==> src/rtl/semaforo_pkg.sv <==
// Shared types and helpers for the two-way traffic-light controller:
// phase enum, lamp bundle, phase sequencing and per-phase load value.
package semaforo_pkg;

    typedef enum logic [2:0] {
        A_VERDE,
        A_AMARILLO,
        ROJO1,
        B_VERDE,
        B_AMARILLO,
        ROJO2
    } estado_t;

    typedef struct packed {
        logic rojo_a;
        logic amarillo_a;
        logic verde_a;
        logic rojo_b;
        logic amarillo_b;
        logic verde_b;
    } luces_t;

    function automatic estado_t siguiente(estado_t e);
        estado_t s;
        unique case (e)
            A_VERDE:    s = A_AMARILLO;
            A_AMARILLO: s = ROJO1;
            ROJO1:      s = B_VERDE;
            B_VERDE:    s = B_AMARILLO;
            B_AMARILLO: s = ROJO2;
            default:    s = A_VERDE;
        endcase
        return s;
    endfunction

    function automatic logic [3:0] duracion(
        estado_t    e,
        logic [3:0] tv,
        logic [3:0] ta,
        logic [3:0] tr
    );
        logic [3:0] d;
        unique case (e)
            A_VERDE, B_VERDE:       d = tv;
            A_AMARILLO, B_AMARILLO: d = ta;
            default:                d = tr;
        endcase
        return d;
    endfunction

    function automatic luces_t luces(estado_t e);
        luces_t l;
        l = '0;
        unique case (e)
            A_VERDE:    begin l.verde_a    = 1'b1; l.rojo_b = 1'b1; end
            A_AMARILLO: begin l.amarillo_a = 1'b1; l.rojo_b = 1'b1; end
            B_VERDE:    begin l.rojo_a = 1'b1; l.verde_b    = 1'b1; end
            B_AMARILLO: begin l.rojo_a = 1'b1; l.amarillo_b = 1'b1; end
            default:    begin l.rojo_a = 1'b1; l.rojo_b     = 1'b1; end
        endcase
        return l;
    endfunction

endpackage

==> src/rtl/semaforo_temporizador_divisor.sv <==
// divisor_segundo: one-second prescaler. Counts 0..CLK_HZ-1 and
// registers a one-cycle Tick pulse after the terminal count.
// Ports: Clk, Reset_n (async, active-low), Tick (out).
module divisor_segundo #(
    parameter int CLK_HZ = 25_000_000
) (
    input  logic Clk,
    input  logic Reset_n,
    output logic Tick
);

    localparam int W = (CLK_HZ < 2) ? 1 : $clog2(CLK_HZ);
    localparam logic [W-1:0] ULTIMO = W'(CLK_HZ - 1);

    if (CLK_HZ < 2) begin : g_clk_check
        $error("divisor_segundo: CLK_HZ must be >= 2");
    end

    logic [W-1:0] cuenta;
    logic         fin;

    assign fin = (cuenta == ULTIMO);

    always_ff @(posedge Clk or negedge Reset_n) begin
        if (!Reset_n) begin
            cuenta <= '0;
            Tick   <= 1'b0;
        end else begin
            Tick   <= fin;
            cuenta <= fin ? '0 : cuenta + 1'b1;
        end
    end

endmodule

==> src/rtl/semaforo_temporizador.sv <==
// Two-way traffic-light FSM with a seconds countdown (Numero) and
// registered lamp outputs. Tick1s pulses once per second.
// Ports: Clk, Reset_n (async, active-low), [Peaton], Numero[3:0],
// RojoA/AmarilloA/VerdeA, RojoB/AmarilloB/VerdeB, Tick1s.
// Option SEMAFORO_PEATON_EN: pedestrian request shortens green to 3 s.
module semaforo_temporizador
    import semaforo_pkg::*;
#(
    parameter int CLK_HZ     = 25_000_000,
    parameter int T_VERDE    = 9,
    parameter int T_AMARILLO = 3,
    parameter int T_TODOROJO = 1
) (
    input  logic       Clk,
    input  logic       Reset_n,
`ifdef SEMAFORO_PEATON_EN
    input  logic       Peaton,
`endif
    output logic [3:0] Numero,
    output logic       RojoA,
    output logic       AmarilloA,
    output logic       VerdeA,
    output logic       RojoB,
    output logic       AmarilloB,
    output logic       VerdeB,
    output logic       Tick1s
);

    if (T_VERDE < 1 || T_VERDE > 9 ||
        T_AMARILLO < 1 || T_AMARILLO > 9 ||
        T_TODOROJO < 1 || T_TODOROJO > 9 ||
        CLK_HZ < 2) begin : g_param_check
        $error("semaforo_temporizador: illegal parameter");
    end

    localparam logic [3:0] TV = 4'(T_VERDE);
    localparam logic [3:0] TA = 4'(T_AMARILLO);
    localparam logic [3:0] TR = 4'(T_TODOROJO);

    logic       tick;
    estado_t    estado;
    estado_t    estado_sig;
    logic [3:0] numero;
    logic [3:0] numero_sig;
    luces_t     lamparas;

    divisor_segundo #(
        .CLK_HZ (CLK_HZ)
    ) u_divisor (
        .Clk     (Clk),
        .Reset_n (Reset_n),
        .Tick    (tick)
    );

`ifdef SEMAFORO_PEATON_EN
    logic peaton_s1;
    logic peaton_s2;

    always_ff @(posedge Clk or negedge Reset_n) begin
        if (!Reset_n) begin
            peaton_s1 <= 1'b0;
            peaton_s2 <= 1'b0;
        end else begin
            peaton_s1 <= Peaton;
            peaton_s2 <= peaton_s1;
        end
    end
`endif

    always_ff @(posedge Clk or negedge Reset_n) begin
        if (!Reset_n) begin
            estado   <= A_VERDE;
            numero   <= TV;
            lamparas <= luces(A_VERDE);
        end else begin
            estado   <= estado_sig;
            numero   <= numero_sig;
            // decoded from the next state so lamps and Numero change together
            lamparas <= luces(estado_sig);
        end
    end

    always_comb begin
        estado_sig = estado;
        numero_sig = numero;
        if (tick) begin
            if (numero > 4'd1) begin
                numero_sig = numero - 4'd1;
            end else begin
                estado_sig = siguiente(estado);
                numero_sig = duracion(estado_sig, TV, TA, TR);
            end
        end
`ifdef SEMAFORO_PEATON_EN
        // numero > 3 excludes the advance branch, so state is unchanged
        if (peaton_s2 && numero > 4'd3 &&
            (estado == A_VERDE || estado == B_VERDE)) begin
            numero_sig = 4'd3;
        end
`endif
    end

    assign Numero    = numero;
    assign RojoA     = lamparas.rojo_a;
    assign AmarilloA = lamparas.amarillo_a;
    assign VerdeA    = lamparas.verde_a;
    assign RojoB     = lamparas.rojo_b;
    assign AmarilloB = lamparas.amarillo_b;
    assign VerdeB    = lamparas.verde_b;
    assign Tick1s    = tick;

endmodule

==> config.mk <==
export PLATFORM = sky130hd
export DESIGN_NAME = semaforo_temporizador
export DESIGN_NICKNAME = d
export VERILOG_FILES = /design/src/rtl/semaforo_pkg.sv /design/src/rtl/semaforo_temporizador_divisor.sv /design/src/rtl/semaforo_temporizador.sv
export SDC_FILE = /design/constraint.sdc
export NUM_CORES = 1
export LEC_CHECK = 0
export CAP_MARGIN = 20
export CORE_ASPECT_RATIO = 2
export CORE_UTILIZATION = 62
export DETAILED_ROUTE_END_ITERATION = 7
export GPL_ROUTABILITY_DRIVEN = 0
export GPL_TIMING_DRIVEN = 0
export HOLD_SLACK_MARGIN = 0.08
export PLACE_DENSITY = 0.89
export SLEW_MARGIN = 20
export SYNTH_ARGS = -nofsm -noshare
export SYNTH_HDL_FRONTEND = slang
export SYNTH_SLANG_ARGS = --single-unit
==> constraint.sdc <==
create_clock -name Clk -period 3.05 [get_ports Clk]
set_clock_uncertainty 0.05 [all_clocks]
set_input_delay 0.4575 -clock Clk [delete_from_list [all_inputs] [get_ports Clk]]
set_output_delay 0.4575 -clock Clk [all_outputs]
set_load 0.02 [all_outputs]
== Yosys cells after proc, flatten, opt, wreduce, memory -nomap -nowiden ==
Cells that the tools add are included.

* Register bits: 39
* Logic and storage cells: 45

* Magnitude comparators: 1
* Reduce and logical (&&, ||, !) cells: 7
* Mux-type cells: 14
* Eq/ne operators: 11
* Add/subtract/negate cells: 2

{| class="wikitable"
|+ Operators by type and width
! kind !! number
|-
| 25-bit by 1-bit adder with 25-bit output, second input constant || 1
|-
| 25-bit == test, second input constant || 1
|-
| 25-bit 2-to-1 mux || 1
|-
| 3-bit one-hot mux with 5 select lines || 1
|-
| 3-bit by 2-bit == test with 1-bit output, second input constant || 4
|-
| 3-bit 2-to-1 mux || 4
|-
| 3-bit by 1-bit == test with 1-bit output, second input constant || 3
|-
| 3-bit == test, second input constant || 3
|-
| 3-bit logical NOT || 3
|-
| 4-bit one-hot mux with 2 select lines || 1
|-
| 2-bit OR reduction || 4
|-
| 1-bit 2-to-1 mux || 6
|-
| 4-bit by 1-bit > comparator with 1-bit output, second input constant || 1
|-
| 4-bit 2-to-1 mux || 1
|-
| 4-bit by 1-bit subtractor with 4-bit output, second input constant || 1
|}

== Logic depth before layout (Yosys ltp) ==
* Depth after elaboration: 9
* Depth in mapped cells: 7
* Mapped depth without buffers: 6

== By module ==
A second synthesis with hierarchy kept.

* Cells, all modules: 199
* Area total of the unflattened synthesis: 2057.0 µm²

{| class="wikitable"
|+ By module, submodules not included
! module !! area each (µm²) !! sequential area each (µm²) !! instances !! cells each
|-
| divisor_segundo || 1340.0 || 650.6 || 1 || 130
|-
| semaforo_temporizador || 716.9 || 330.3 || 1 || 69
|}

== Worst setup path before layout ==
No wires, ideal clock.

* Path kind: register to register
* Start: reg numero[0] (netlist: Numero[0])
* End: reg estado[1]
* Buffers on the path: 0
* Arrival time: 1.672 ns
* Setup slack: 1.206 ns
* Cell stages (with the launch flop): 6
* Data required time: 2.878 ns
* Path through: dfstp_2 -> ha_1 -> nor2_1 -> nor3_1 -> o21ai_0 -> a32o_1

* Word-level cells in the longest chain between the ends: 3

{| class="wikitable"
|+ Ends and longest elaborated chain
! what !! RTL line !! source
|-
| start: declaration || semaforo_temporizador.sv:43 || <nowiki>logic [3:0] numero;</nowiki>
|-
| start signal: assignment || semaforo_temporizador.sv:77 || <nowiki>numero <= numero_sig;</nowiki>
|-
| 4-bit by 1-bit > comparator with 1-bit output || semaforo_temporizador.sv:87 || <nowiki>if (numero > 4'd1) begin</nowiki>
|-
| 3-bit 2-to-1 mux || semaforo_temporizador.sv:87 ||
|-
| 3-bit 2-to-1 mux || semaforo_temporizador.sv:86 || <nowiki>if (tick) begin</nowiki>
|-
| net estado_sig[1] || semaforo_temporizador.sv:42 || <nowiki>estado_t estado_sig;</nowiki>
|-
| end signal: assignment || semaforo_temporizador.sv:76 || <nowiki>estado <= estado_sig;</nowiki>
|-
| end: declaration || semaforo_temporizador.sv:41 || <nowiki>estado_t estado;</nowiki>
|}

The timed path passes the listed nets, and every way through them passes these cells.
A chain may end at the register's enable or synchronous reset.

== Final worst setup path ==
Same ends and word-level chain as after synthesis.

==> impl_metrics.yaml <==
min_path:
  hold_crit_path_type: "flip-flop to flip-flop"
  min_from: "u_divisor.cuenta[0]"
worst_setup_path:
  path_class: "flip-flop to flip-flop"
  startpoint_type: "flip-flop"
  worst-path-max-fanout: 7
  worstReg2RegStart: "Numero[0]"
  timing.critical_path.slowest_cell_delay_ns: 0.69
  crit_path_cell_trace: "ha_1 -> nor2_1 -> nor3_1 -> o21ai_0 -> a32o_1"
  critPathLaunch: "Numero[0]"
  worstPathRequired_ns: 3.18
  setup.worst_path.end_class: "flip-flop"
  worstPathArrival_ns: 2.27
  crit_path_top_delay_cell: "sky130_fd_sc_hd__nor3_1"
clock_tree:
  tritoncts_clock_tree: "done"
  clock_root_cell: "sky130_fd_sc_hd__clkbuf_8"
  clock_sinks: 39
  cts_buffer_depth: 2
  worst_skew_pair.late_latency_ns: 0.29
  cts_inserted_buffers: 5
  path_clk_slew_ns: 0.07
  ctsResizeCount: 0
  ctsHtreeMaxLevel: 2
floorplan:
  floorplan.rows: 28
  design.die.area_sq_mm: 0.00330
  io-pin-count: 13
  placeableCoreArea_sq_mm: 0.00294
  die_width_microns: 41.1
  floorplan.die.height_microns: 80.2
  initial_core_util_pct: 64.5
place:
  placedCellCount: 227
  placement.io_buffers: 12
  dpl.hpwl_microns: 3000
timing:
  rsz0062_at_grt: "false"
  slew_violations: 0
  max_slew.worst_pin.slew_ns: 0.871
  max_clock_freq_mhz: 468
  slew_headroom_pct: 41.5
  finalWorstPathRequiredPeriod_ns: 2.14
  timing.final.crit_share_pct: 70.0
  final.setup.tns_ns: 0
  finalHoldViolations: 0
  total_of_endpoints_with_negative_setup_slack_in_the_final_report: 0
global_routing:
  grt_pass1_vias: 1497
  global_route_wire_length_before_repair_microns: 6450
  grt_overflow: 0
  grt_usage_pct: 29.5
  grt_max_degree: 31
  number_of_antenna_violations_at_the_first_check_in_global_routing: 0
drt:
  avgRoutedWirePerCell_microns: 16.9
  drt.antenna.violating_nets: 0
  route.final.wire_length_microns: 3980
  route.detailed.vias_per_inst: 6.50
  detail_route.drc_violations: 0
  detail_route.iter0.violations: 51
  drt_first_pass_iters: 4
  num_vias: 1534
cells_and_area:
  final_layout_size_suffix_gt1_share_pct: 9.71
  nets: 210
  antennaDiodeCount: 0
  layout-area-overhead-vs-synth_pct: 14.9
  finalNonFillerCells: 236
  final_core_utilization_pct: 74.1
synth:
  synth_area_in_simple_gates_pct: 24.7
  post_syn_area_sq_mm: 0.00190
  syn_inst: 184
  synth_warnings: 0
  synthAdderAreaFrac_pct: 1.98
  largest_family_of_logic_cells_by_synthesized_area: "simple AND/OR/NAND/NOR gates"
  ys.flop_type: "sky130_fd_sc_hd__dfrtp_1"
  synthDistinctLibCells: 41
  synth-xor-area-share_pct: 8.77
  synthMuxAreaShare_pct: 0.528
  seq_area_frac_synth_pct: 51.7
  syn_avg_cell_area_sq_um: 10.3
  ys_async_sr_fraction_pct: 100
  synth-edff-count: 0
  synth.ff_latch_count: 39
  synthesis.nets: 189
  synth_compound_area_share_pct: 10.1
job:
  cap_violations: 0
power:
  portion_of_total_power_attributed_to_the_clock_network_pct: 41.2
  power.static_leakage_uw: 0.000893
  power_frac_comb_pct: 1.6
  seq_pwr_share_pct: 57.2
  sw_frac_of_total_pct: 19.5
  power_switching_uw: 177
  power.density_cell_area_mw_per_mm2: 415
  power_report.internal_total_uw: 727
  power.ir.vdd_worst_mv: 0.450
outcome:
  status: "complete, no violations"
[logic make-up after synthesis]
logic type	after synthesis
mux	1
buf+inv	9
flops	39
compound gates	30
simple gates	83
fa+ha+maj	3
xor+xnor	19
[worst paths after layout]
path	endpoint	slack, ns	cells past startpoint
setup / recovery	estado[1]	0.91	5
hold / removal	u_divisor.cuenta[0]	0.46	1
setup reg to reg	estado[1]	0.91	5
hold reg to reg	u_divisor.cuenta[0]	0.46	1
max in group asynchronous	RojoB	1.95	3
min in group asynchronous	Numero[2]	0.50	2
[cell usage in the layout (no fill, tap or decap), types with 2 or more instances in the layout]
master	Yosys	final
sky130_fd_sc_hd__dfrtp_1	35	35
sky130_fd_sc_hd__nor2_1	17	17
sky130_fd_sc_hd__xnor2_1	14	14
sky130_fd_sc_hd__nand2_1	14	14
sky130_fd_sc_hd__clkdlybuf4s50_1	0	11
sky130_fd_sc_hd__nand3_1	9	9
sky130_fd_sc_hd__a21oi_1	8	8
sky130_fd_sc_hd__o21ai_0	8	8
sky130_fd_sc_hd__nor3_1	7	7
sky130_fd_sc_hd__clkbuf_8	0	7
sky130_fd_sc_hd__nand4_1	5	5
sky130_fd_sc_hd__nor4_1	5	5
sky130_fd_sc_hd__clkbuf_1	4	5
sky130_fd_sc_hd__xor2_1	5	5
sky130_fd_sc_hd__dfstp_2	4	4
sky130_fd_sc_hd__inv_1	4	4
sky130_fd_sc_hd__and4_1	4	4
sky130_fd_sc_hd__o31ai_1	4	4
sky130_fd_sc_hd__or4_1	3	3
sky130_fd_sc_hd__or3_1	3	3
sky130_fd_sc_hd__ha_1	3	3
sky130_fd_sc_hd__nand4_2	2	2
sky130_fd_sc_hd__or3_2	2	2
sky130_fd_sc_hd__nand2b_1	2	2
sky130_fd_sc_hd__nand4b_1	2	2
sky130_fd_sc_hd__o41ai_1	2	2
sky130_fd_sc_hd__o21a_1	2	2
[per-layer routing]
metal  GRT usage, %  vias up  routed length (microns)
met3           7.73       14                      114
met1           28.6      766                     1380
li1               -      720                        -
met2           49.8       34                     2330
met5              0        -                        0
met4           18.7        0                      148
[layout make-up]
class | instances | area (sq um)
repair buffers | 14 | 145
multi-input cells | 136 | 875
clock buffers | 8 | 100
fillers | 212 | 763
well taps | 30 | 37.5
plain buffers | 5 | 26.3
flip-flops and latches | 39 | 981
inverters | 4 | 15.0
[timing repair]
action | CTS | global route
hold buffers | 1 | 0
hold endpoints to repair | 7 | 0
setup buffers | 0 | 0
[flip-flops by register name, summed over array words and instances (netlist names)]
register and count:
estado 3, RojoA 1, VerdeA 1, u_divisor.cuenta 25, RojoB 1, AmarilloA 1, u_divisor.Tick 1, VerdeB 1
AmarilloB 1, Numero 4
[worst max-delay path, delay by kind of cell (launching register included)]
family	cells	cell delay, ns
simple gates	2	0.79
compound gates	2	0.45
fa+ha+maj	1	0.16
flops	1	0.58
[through the flow]
| step | worst slack (ns) | power, uW | area (sq um) | hold WS (ns) |
|---|---|---|---|---|
| after global placement | 0.731 | 537 | 2050 | 0.432 |
| final | 0.914 | 904 | 2180 | 0.462 |
| after global routing | 0.771 | 941 | 2180 | 0.473 |
| after CTS | 0.941 | 916 | 2180 | 0.459 |
| after floorplan | 1.21 | 527 | 1900 | 0.112 |
| after detailed placement | 0.958 | 541 | 2070 | 0.289 |
[power groups by stage]
stage               Sequential (uW)  Clock (uW)  Combinational [uW]
finish                          517         372                14.1
global route                    517         408                16.9
CTS                             517         384                14.7
detailed placement              527           0                13.7
global placement                527           0                10.4
floorplan                       527           0            0.000268
[synthesized netlist by cell type (2+ instances only)]
cell                        n  area [sq um]
sky130_fd_sc_hd__a21oi_1    8          40.0
sky130_fd_sc_hd__and4_1     4          35.0
sky130_fd_sc_hd__clkbuf_1   4          15.0
sky130_fd_sc_hd__dfrtp_1   35           876
sky130_fd_sc_hd__dfstp_2    4           105
sky130_fd_sc_hd__ha_1       3          37.5
sky130_fd_sc_hd__inv_1      4          15.0
sky130_fd_sc_hd__nand2_1   14          52.6
sky130_fd_sc_hd__nand2b_1   2          12.5
sky130_fd_sc_hd__nand3_1    9          45.0
sky130_fd_sc_hd__nand4_1    5          31.3
sky130_fd_sc_hd__nand4_2    2          25.0
sky130_fd_sc_hd__nand4b_1   2          17.5
sky130_fd_sc_hd__nor2_1    17          63.8
sky130_fd_sc_hd__nor3_1     7          35.0
sky130_fd_sc_hd__nor4_1     5          31.3
sky130_fd_sc_hd__o21a_1     2          15.0
sky130_fd_sc_hd__o21ai_0    8          40.0
sky130_fd_sc_hd__o31ai_1    4          30.0
sky130_fd_sc_hd__o41ai_1    2          17.5
sky130_fd_sc_hd__or3_1      3          18.8
sky130_fd_sc_hd__or3_2      2          15.0
sky130_fd_sc_hd__or4_1      3          22.5
sky130_fd_sc_hd__xnor2_1   14           123
sky130_fd_sc_hd__xor2_1     5          43.8
No activity file was read; power rests on OpenSTA's default activity.
